$ cat config.mk
export PLATFORM = sky130hd
export DESIGN_NAME = ghost_path_sched_flat
export DESIGN_NICKNAME = d
export VERILOG_FILES = /design/src/rtl/ghost_path_sched_if.sv /design/src/rtl/ghost_path_sched.sv /design/src/flat_wrapper.sv
export SDC_FILE = /design/constraint.sdc
export NUM_CORES = 1
export LEC_CHECK = 0
export ABC_AREA = 1
export CORE_MARGIN = 3
export CORE_UTILIZATION = 35
export DETAILED_ROUTE_END_ITERATION = 7
export PLACE_DENSITY = 0.69
export SLEW_MARGIN = 20
export SYNTH_ARGS = -nofsm -noshare
export SYNTH_HDL_FRONTEND = slang
export SYNTH_SLANG_ARGS = --single-unit
$ cat constraint.sdc
create_clock -name clk -period 2.2 [get_ports clk]
set_input_delay 0.44 -clock clk [delete_from_list [all_inputs] [get_ports clk]]
set_output_delay 0.44 -clock clk [all_outputs]
set_load 0.01 [all_outputs]
$ cat src/rtl/ghost_path_sched_if.sv
// Bundle between the ghost mode/movement logic and the shared path scheduler.
// The master side supplies tick, requests, tile fields and the engine result.
interface ghost_path_sched_if;
  logic        tick;
  logic [3:0]  req;
  logic [19:0] cur_x;
  logic [19:0] cur_y;
  logic [19:0] tgt_x;
  logic [19:0] tgt_y;
  logic [4:0]  eng_cur_x;
  logic [4:0]  eng_cur_y;
  logic [4:0]  eng_tgt_x;
  logic [4:0]  eng_tgt_y;
  logic [1:0]  eng_dir;
  logic [7:0]  ghost_dir;
  logic [3:0]  dir_valid;
  logic        busy;
  logic        round_done;
  logic        overrun;

  modport master (
    output tick, req, cur_x, cur_y, tgt_x, tgt_y, eng_dir,
    input  eng_cur_x, eng_cur_y, eng_tgt_x, eng_tgt_y,
    input  ghost_dir, dir_valid, busy, round_done, overrun
  );

  modport slave (
    input  tick, req, cur_x, cur_y, tgt_x, tgt_y, eng_dir,
    output eng_cur_x, eng_cur_y, eng_tgt_x, eng_tgt_y,
    output ghost_dir, dir_valid, busy, round_done, overrun
  );
endinterface

$ cat src/rtl/ghost_path_sched.sv
// Round-robin time-sharing of one combinational shortest-path engine among four ghosts.
// Each served ghost takes LOAD, SETTLE x WAIT, CAPTURE; all outputs are registered.
module ghost_path_sched #(
  parameter int unsigned SETTLE = 1
) (
  input  logic              clk,
  input  logic              rst_n,
  ghost_path_sched_if.slave bus
);

  typedef enum logic [1:0] {StIdle, StLoad, StWait, StCapture} state_e;

  localparam logic [2:0] WaitLast = 3'(SETTLE - 1);

  state_e      state_q, state_d;
  logic [3:0]  pending_q, pending_d;
  logic [1:0]  sel_q, sel_d;
  logic [1:0]  rr_ptr_q, rr_ptr_d;
  logic [2:0]  wcnt_q, wcnt_d;
  logic [4:0]  eng_cur_x_q, eng_cur_x_d;
  logic [4:0]  eng_cur_y_q, eng_cur_y_d;
  logic [4:0]  eng_tgt_x_q, eng_tgt_x_d;
  logic [4:0]  eng_tgt_y_q, eng_tgt_y_d;
  logic [7:0]  ghost_dir_q, ghost_dir_d;
  logic [3:0]  dir_valid_q, dir_valid_d;
  logic        busy_q, busy_d;
  logic        round_done_q, round_done_d;
  logic        overrun_q, overrun_d;

  logic [4:0]  fld_lsb;
  logic [3:0]  sel_onehot;
  logic [3:0]  remaining;

  // First set bit of mask, scanning upward from start with wrap-around.
  function automatic logic [1:0] first_set(input logic [3:0] mask, input logic [1:0] start);
    logic [1:0] idx;
    logic       found;
    first_set = start;
    found     = 1'b0;
    for (int i = 0; i < 4; i++) begin
      idx = start + 2'(i);
      if (!found && mask[idx]) begin
        first_set = idx;
        found     = 1'b1;
      end
    end
  endfunction

  assign fld_lsb    = 5'(sel_q) * 5'd5;
  assign sel_onehot = 4'b0001 << sel_q;
  assign remaining  = pending_q & ~sel_onehot;

  always_comb begin
    state_d      = state_q;
    pending_d    = pending_q;
    sel_d        = sel_q;
    rr_ptr_d     = rr_ptr_q;
    wcnt_d       = wcnt_q;
    eng_cur_x_d  = eng_cur_x_q;
    eng_cur_y_d  = eng_cur_y_q;
    eng_tgt_x_d  = eng_tgt_x_q;
    eng_tgt_y_d  = eng_tgt_y_q;
    ghost_dir_d  = ghost_dir_q;
    dir_valid_d  = dir_valid_q;
    round_done_d = 1'b0;
    overrun_d    = 1'b0;

    unique case (state_q)
      StIdle: begin
        if (bus.tick) begin
          pending_d   = bus.req;
          dir_valid_d = 4'b0000;
          if (bus.req == 4'b0000) begin
            round_done_d = 1'b1;
          end else begin
            sel_d   = first_set(bus.req, rr_ptr_q);
            state_d = StLoad;
          end
        end
      end
      StLoad: begin
        // Operands are taken live here, so targets may move between tick and service.
        eng_cur_x_d = bus.cur_x[fld_lsb +: 5];
        eng_cur_y_d = bus.cur_y[fld_lsb +: 5];
        eng_tgt_x_d = bus.tgt_x[fld_lsb +: 5];
        eng_tgt_y_d = bus.tgt_y[fld_lsb +: 5];
        wcnt_d      = 3'd0;
        state_d     = StWait;
      end
      StWait: begin
        wcnt_d = wcnt_q + 3'd1;
        if (wcnt_q == WaitLast) begin
          state_d = StCapture;
        end
      end
      StCapture: begin
        ghost_dir_d[{sel_q, 1'b0} +: 2] = bus.eng_dir;
        dir_valid_d[sel_q]              = 1'b1;
        pending_d                       = remaining;
        rr_ptr_d                        = sel_q + 2'd1;
        if (remaining != 4'b0000) begin
          sel_d   = first_set(remaining, sel_q + 2'd1);
          state_d = StLoad;
        end else begin
          round_done_d = 1'b1;
          state_d      = StIdle;
        end
      end
      default: state_d = StIdle;
    endcase

    // A tick during a round is dropped; only flag it.
    if (state_q != StIdle && bus.tick) begin
      overrun_d = 1'b1;
    end

    busy_d = (state_d != StIdle);
  end

  always_ff @(posedge clk or negedge rst_n) begin
    if (!rst_n) begin
      state_q      <= StIdle;
      pending_q    <= 4'b0000;
      sel_q        <= 2'd0;
      rr_ptr_q     <= 2'd0;
      wcnt_q       <= 3'd0;
      eng_cur_x_q  <= 5'd0;
      eng_cur_y_q  <= 5'd0;
      eng_tgt_x_q  <= 5'd0;
      eng_tgt_y_q  <= 5'd0;
      ghost_dir_q  <= 8'd0;
      dir_valid_q  <= 4'b0000;
      busy_q       <= 1'b0;
      round_done_q <= 1'b0;
      overrun_q    <= 1'b0;
    end else begin
      state_q      <= state_d;
      pending_q    <= pending_d;
      sel_q        <= sel_d;
      rr_ptr_q     <= rr_ptr_d;
      wcnt_q       <= wcnt_d;
      eng_cur_x_q  <= eng_cur_x_d;
      eng_cur_y_q  <= eng_cur_y_d;
      eng_tgt_x_q  <= eng_tgt_x_d;
      eng_tgt_y_q  <= eng_tgt_y_d;
      ghost_dir_q  <= ghost_dir_d;
      dir_valid_q  <= dir_valid_d;
      busy_q       <= busy_d;
      round_done_q <= round_done_d;
      overrun_q    <= overrun_d;
    end
  end

  assign bus.eng_cur_x  = eng_cur_x_q;
  assign bus.eng_cur_y  = eng_cur_y_q;
  assign bus.eng_tgt_x  = eng_tgt_x_q;
  assign bus.eng_tgt_y  = eng_tgt_y_q;
  assign bus.ghost_dir  = ghost_dir_q;
  assign bus.dir_valid  = dir_valid_q;
  assign bus.busy       = busy_q;
  assign bus.round_done = round_done_q;
  assign bus.overrun    = overrun_q;

endmodule

$ cat src/flat_wrapper.sv
// flat-port wrapper written by rule: the top's interface ports become plain ports
module ghost_path_sched_flat 
#(
  parameter int unsigned SETTLE = 1
)
  (clk, rst_n, bus_tick, bus_req, bus_cur_x, bus_cur_y, bus_tgt_x, bus_tgt_y, bus_eng_dir, bus_eng_cur_x, bus_eng_cur_y, bus_eng_tgt_x, bus_eng_tgt_y, bus_ghost_dir, bus_dir_valid, bus_busy, bus_round_done, bus_overrun);
  ghost_path_sched_if bus_i ();
  input  logic clk;
  input  logic rst_n;
  input wire logic [$bits(bus_i.tick)-1:0] bus_tick;
  input wire logic [$bits(bus_i.req)-1:0] bus_req;
  input wire logic [$bits(bus_i.cur_x)-1:0] bus_cur_x;
  input wire logic [$bits(bus_i.cur_y)-1:0] bus_cur_y;
  input wire logic [$bits(bus_i.tgt_x)-1:0] bus_tgt_x;
  input wire logic [$bits(bus_i.tgt_y)-1:0] bus_tgt_y;
  input wire logic [$bits(bus_i.eng_dir)-1:0] bus_eng_dir;
  output wire logic [$bits(bus_i.eng_cur_x)-1:0] bus_eng_cur_x;
  output wire logic [$bits(bus_i.eng_cur_y)-1:0] bus_eng_cur_y;
  output wire logic [$bits(bus_i.eng_tgt_x)-1:0] bus_eng_tgt_x;
  output wire logic [$bits(bus_i.eng_tgt_y)-1:0] bus_eng_tgt_y;
  output wire logic [$bits(bus_i.ghost_dir)-1:0] bus_ghost_dir;
  output wire logic [$bits(bus_i.dir_valid)-1:0] bus_dir_valid;
  output wire logic [$bits(bus_i.busy)-1:0] bus_busy;
  output wire logic [$bits(bus_i.round_done)-1:0] bus_round_done;
  output wire logic [$bits(bus_i.overrun)-1:0] bus_overrun;
  assign bus_i.tick = bus_tick;
  assign bus_i.req = bus_req;
  assign bus_i.cur_x = bus_cur_x;
  assign bus_i.cur_y = bus_cur_y;
  assign bus_i.tgt_x = bus_tgt_x;
  assign bus_i.tgt_y = bus_tgt_y;
  assign bus_i.eng_dir = bus_eng_dir;
  assign bus_eng_cur_x = bus_i.eng_cur_x;
  assign bus_eng_cur_y = bus_i.eng_cur_y;
  assign bus_eng_tgt_x = bus_i.eng_tgt_x;
  assign bus_eng_tgt_y = bus_i.eng_tgt_y;
  assign bus_ghost_dir = bus_i.ghost_dir;
  assign bus_dir_valid = bus_i.dir_valid;
  assign bus_busy = bus_i.busy;
  assign bus_round_done = bus_i.round_done;
  assign bus_overrun = bus_i.overrun;
  ghost_path_sched #(.SETTLE(SETTLE)) u_core (.clk(clk), .rst_n(rst_n), .bus(bus_i));
endmodule
==> metrics.txt <==
library cells used by synthesis 31; Most used DFF post-synth dfrtp_1; switching power 0.00294 W; Reg2Reg Depth 14; synthesized cell area 3200 um2; crit path DAT 2.19 ns; Tmin final 1.99 ns; Synth Area in Simple Gates 31.2%; CTS tree done; fill count 867; I/O pin count 124; Final HPWL DP 7230 um; complex-gate fraction of the synthesized area 16.6%; EDFF count, synth 0; Seq pwr share 24.6%; Synth Instances 466; post-CTS sizing 0; clock sink count 48; number of CTS-inserted buffers 5; WL per Instance 13.7 um; clock root cell clkbuf_8; hold buffer count at cts 0; beginning of the critical path u_core.sel_q[1]$_DFFE_PN0P_; Rows 34; main combinational cell family by area after synthesis simple AND/OR/NAND/NOR gates; Internal 0.00340 W; global-route wire length before repair 15100 um; Total Power 0.00633 W; antenna viol nets, final 0; Critical Path RT 2.40 ns; clk buf depth 2; clock skew 0.00930 ns; Final nets 687; GR Overflow Total 0; setup bufs post-CTS 0; Post-Route WL 9520 um; Horiz. Die Dim 102 um; Crit. End Element flip-flop; final hold viol count 0; worst vdd ir 0.000860 V; Initial Util 36.3%; worst skew pair latency 0.30 ns; FF-to-FF Start u_core.sel_q[1]$_DFFE_PN0P_; die height 102 um; Sw Share 46.4%; outcome finished clean; sequential-to-total area share from yosys stat 37.6%; Max Transition Viols Final 0; total track usage 18.1%; XOR/XNOR share of the synthesized area 0.274%; pwr/cell area 1360 nW/um2; Sum Neg Setup Slack 0 ns; DR DRC count 0; DP Worst Slack 0.250 ns; Post-Place Cell Area 4530 um2; RePlAce Congestion 0.828; Max Freq 0.504 GHz; post-synthesis mux area share 0%; YS warnings 0; RSZ-0062 raised after global routing false; Worst-path clk slew 0.09 ns; fin cells 693; 1st-pass router iterations 4; setup ws final 0.215 ns; crit path kind reg2reg; final critical-path share of the clock period 90.2%; Post-Syn Nets 569; input/output buffers 123; post-route cell area 4660 um2; Vias 3381; FFs w/ async S/R, synth 100%; final setup vio count 0; Avg Vias per Cell 4.88; H-tree depth 2; Mean Syn Cell Area 6.86 um2; # diodes 0; FF+latch count, synth 48; Clock power frac 11.0%; P_leak 2.12 nW; CP Max Fanout 12; drt initial violations 160; Syn-to-layout area delta 45.7%; core area 8810 um2; largest net degree at the start of global routing 44; startpoint types flip-flop; Worst Hold Class in2async; area share of fa/ha/maj cells after synthesis 5.48%; max_slew headroom 63.7%; initial antenna violation count 0; worst slew pin tran 0.544 ns; max cap viols 0; die area 10300 um2; layout cells sized above 1 7.18%; vias in the first global route 3068; placed insts 685; combinational share of power 64.4%
[flip-flops by register name (all words and copies together) (netlist names)]
name / cells
u_core.bus.overrun: 1
u_core.bus.eng_cur_x: 5
u_core.bus.busy: 1
u_core.state_q: 2
u_core.bus.ghost_dir: 8
u_core.bus.eng_cur_y: 5
u_core.pending_q: 4
u_core.bus.round_done: 1
u_core.rr_ptr_q: 2
u_core.bus.eng_tgt_x: 5
u_core.wcnt_q: 3
u_core.bus.dir_valid: 4
u_core.bus.eng_tgt_y: 5
u_core.sel_q: 2
[metrics by stage]
stage          utilization [%]  hold WS, ns
2_1_floorplan                -        0.144
3_3_place_gp              51.4        0.459
3_5_place_dp              51.4        0.459
4_1_cts                   52.9        0.129
5_1_grt                   52.9        0.152
6_report                  52.9        0.109
[final timing paths]
path                       slack [ns]                                   to
setup / recovery                 0.21          u_core.sel_q[0]$_DFFE_PN0P_
hold / removal                   0.11       u_core.rr_ptr_q[0]$_DFFE_PN0P_
setup reg to reg                 0.21          u_core.sel_q[0]$_DFFE_PN0P_
hold reg to reg                  0.50  u_core.bus.ghost_dir[5]$_DFFE_PN0P_
max in group asynchronous        1.48         u_core.wcnt_q[2]$_DFFE_PN0P_
min in group clk                 0.50  u_core.bus.ghost_dir[5]$_DFFE_PN0P_
[cells in the mapped netlist, types with 2 or more instances]
| library cell | n | area share (%) |
|---|---|---|
| ha_1 | 14 | 5.5 |
| o21ai_1 | 3 | 0.47 |
| o211ai_1 | 5 | 1.2 |
| or2_2 | 2 | 0.39 |
| nand2_1 | 78 | 9.2 |
| o21ai_0 | 58 | 9.1 |
| nand2_2 | 9 | 1.8 |
| nand4_1 | 4 | 0.78 |
| inv_1 | 38 | 4.5 |
| o31ai_1 | 2 | 0.47 |
| clkbuf_1 | 14 | 1.6 |
| inv_2 | 4 | 0.47 |
| nand3_1 | 26 | 4.1 |
| dfrtp_1 | 48 | 38 |
| a21oi_1 | 6 | 0.94 |
| nor2_1 | 116 | 14 |
| a31oi_1 | 20 | 3.9 |
| buf_2 | 5 | 0.78 |
| buf_1 | 2 | 0.24 |
[placed cells by master, fill, tap and decap left out, types with 5 or more instances in the layout]
master / instances
ha_1: 14
inv_1: 38
a21oi_1: 6
o211ai_1: 5
nand2_1: 78
nand2_2: 9
nor2_1: 116
a31oi_1: 20
dfrtp_1: 47
clkdlybuf4s50_1: 122
clkbuf_8: 7
o21ai_0: 58
nand3_1: 26
buf_4: 12
[per-layer routing]
| metal | vias up | share of wire [%] | GRT usage (%) |
|---|---|---|---|
| met3 | 10 | 6.7 | 4.20 |
| met1 | 1522 | 46 | 24.7 |
| met4 | 0 | 1.6 | 3.89 |
| li1 | 1746 | - | - |
| met2 | 103 | 45 | 29.3 |
| met5 | - | 0 | 0 |
[worst max-delay path: stages (launching register included)]
cell and delay, ns:
dfrtp_1 0.42, buf_4 0.20, ha_1 0.22, nor2_1 0.21
nand2_1 0.11, nand2_1 0.07, nand2_1 0.04, nand2_1 0.09
inv_1 0.05, nand2_1 0.09, nor2_4 0.05, nor2_2 0.10
nor2_1 0.06, o21ai_1 0.12, nand2_1 0.06
[power by group through the flow]
| stage | Combinational (W) | Sequential, W | Clock [W] |
|---|---|---|---|
| after global routing | 0.00461 | 0.00162 | 0.000761 |
| after detailed placement | 0.00410 | 0.00157 | 0 |
| after global placement | 0.00403 | 0.00156 | 0 |
| final | 0.00408 | 0.00156 | 0.000696 |
| after floorplan | 0.00255 | 0.00168 | 0 |
| after CTS | 0.00411 | 0.00156 | 0.000710 |
[kinds of logic (layout without fill, tap and decap cells)]
kind of cell | Yosys count | in the layout
and+or+nand+nor | 240 | 240
xor gates and xnor gates | 1 | 1
buffers and inverters | 67 | 186
AOI/OAI and AO/OA | 96 | 96
adders and majority gates | 14 | 14
DFF | 48 | 48
[final cells by class]
cell class	count	area (um2)	area share, %
clock buffers	7	96.3	2.07
clock inverters	1	30.0	0.645
inverters	43	164	3.52
multi-input cells	351	1710	36.8
flip-flops and latches	48	1200	25.8
well taps	108	135	2.90
repair buffers	135	1320	28.3
Power figures use the tool's default switching activity.
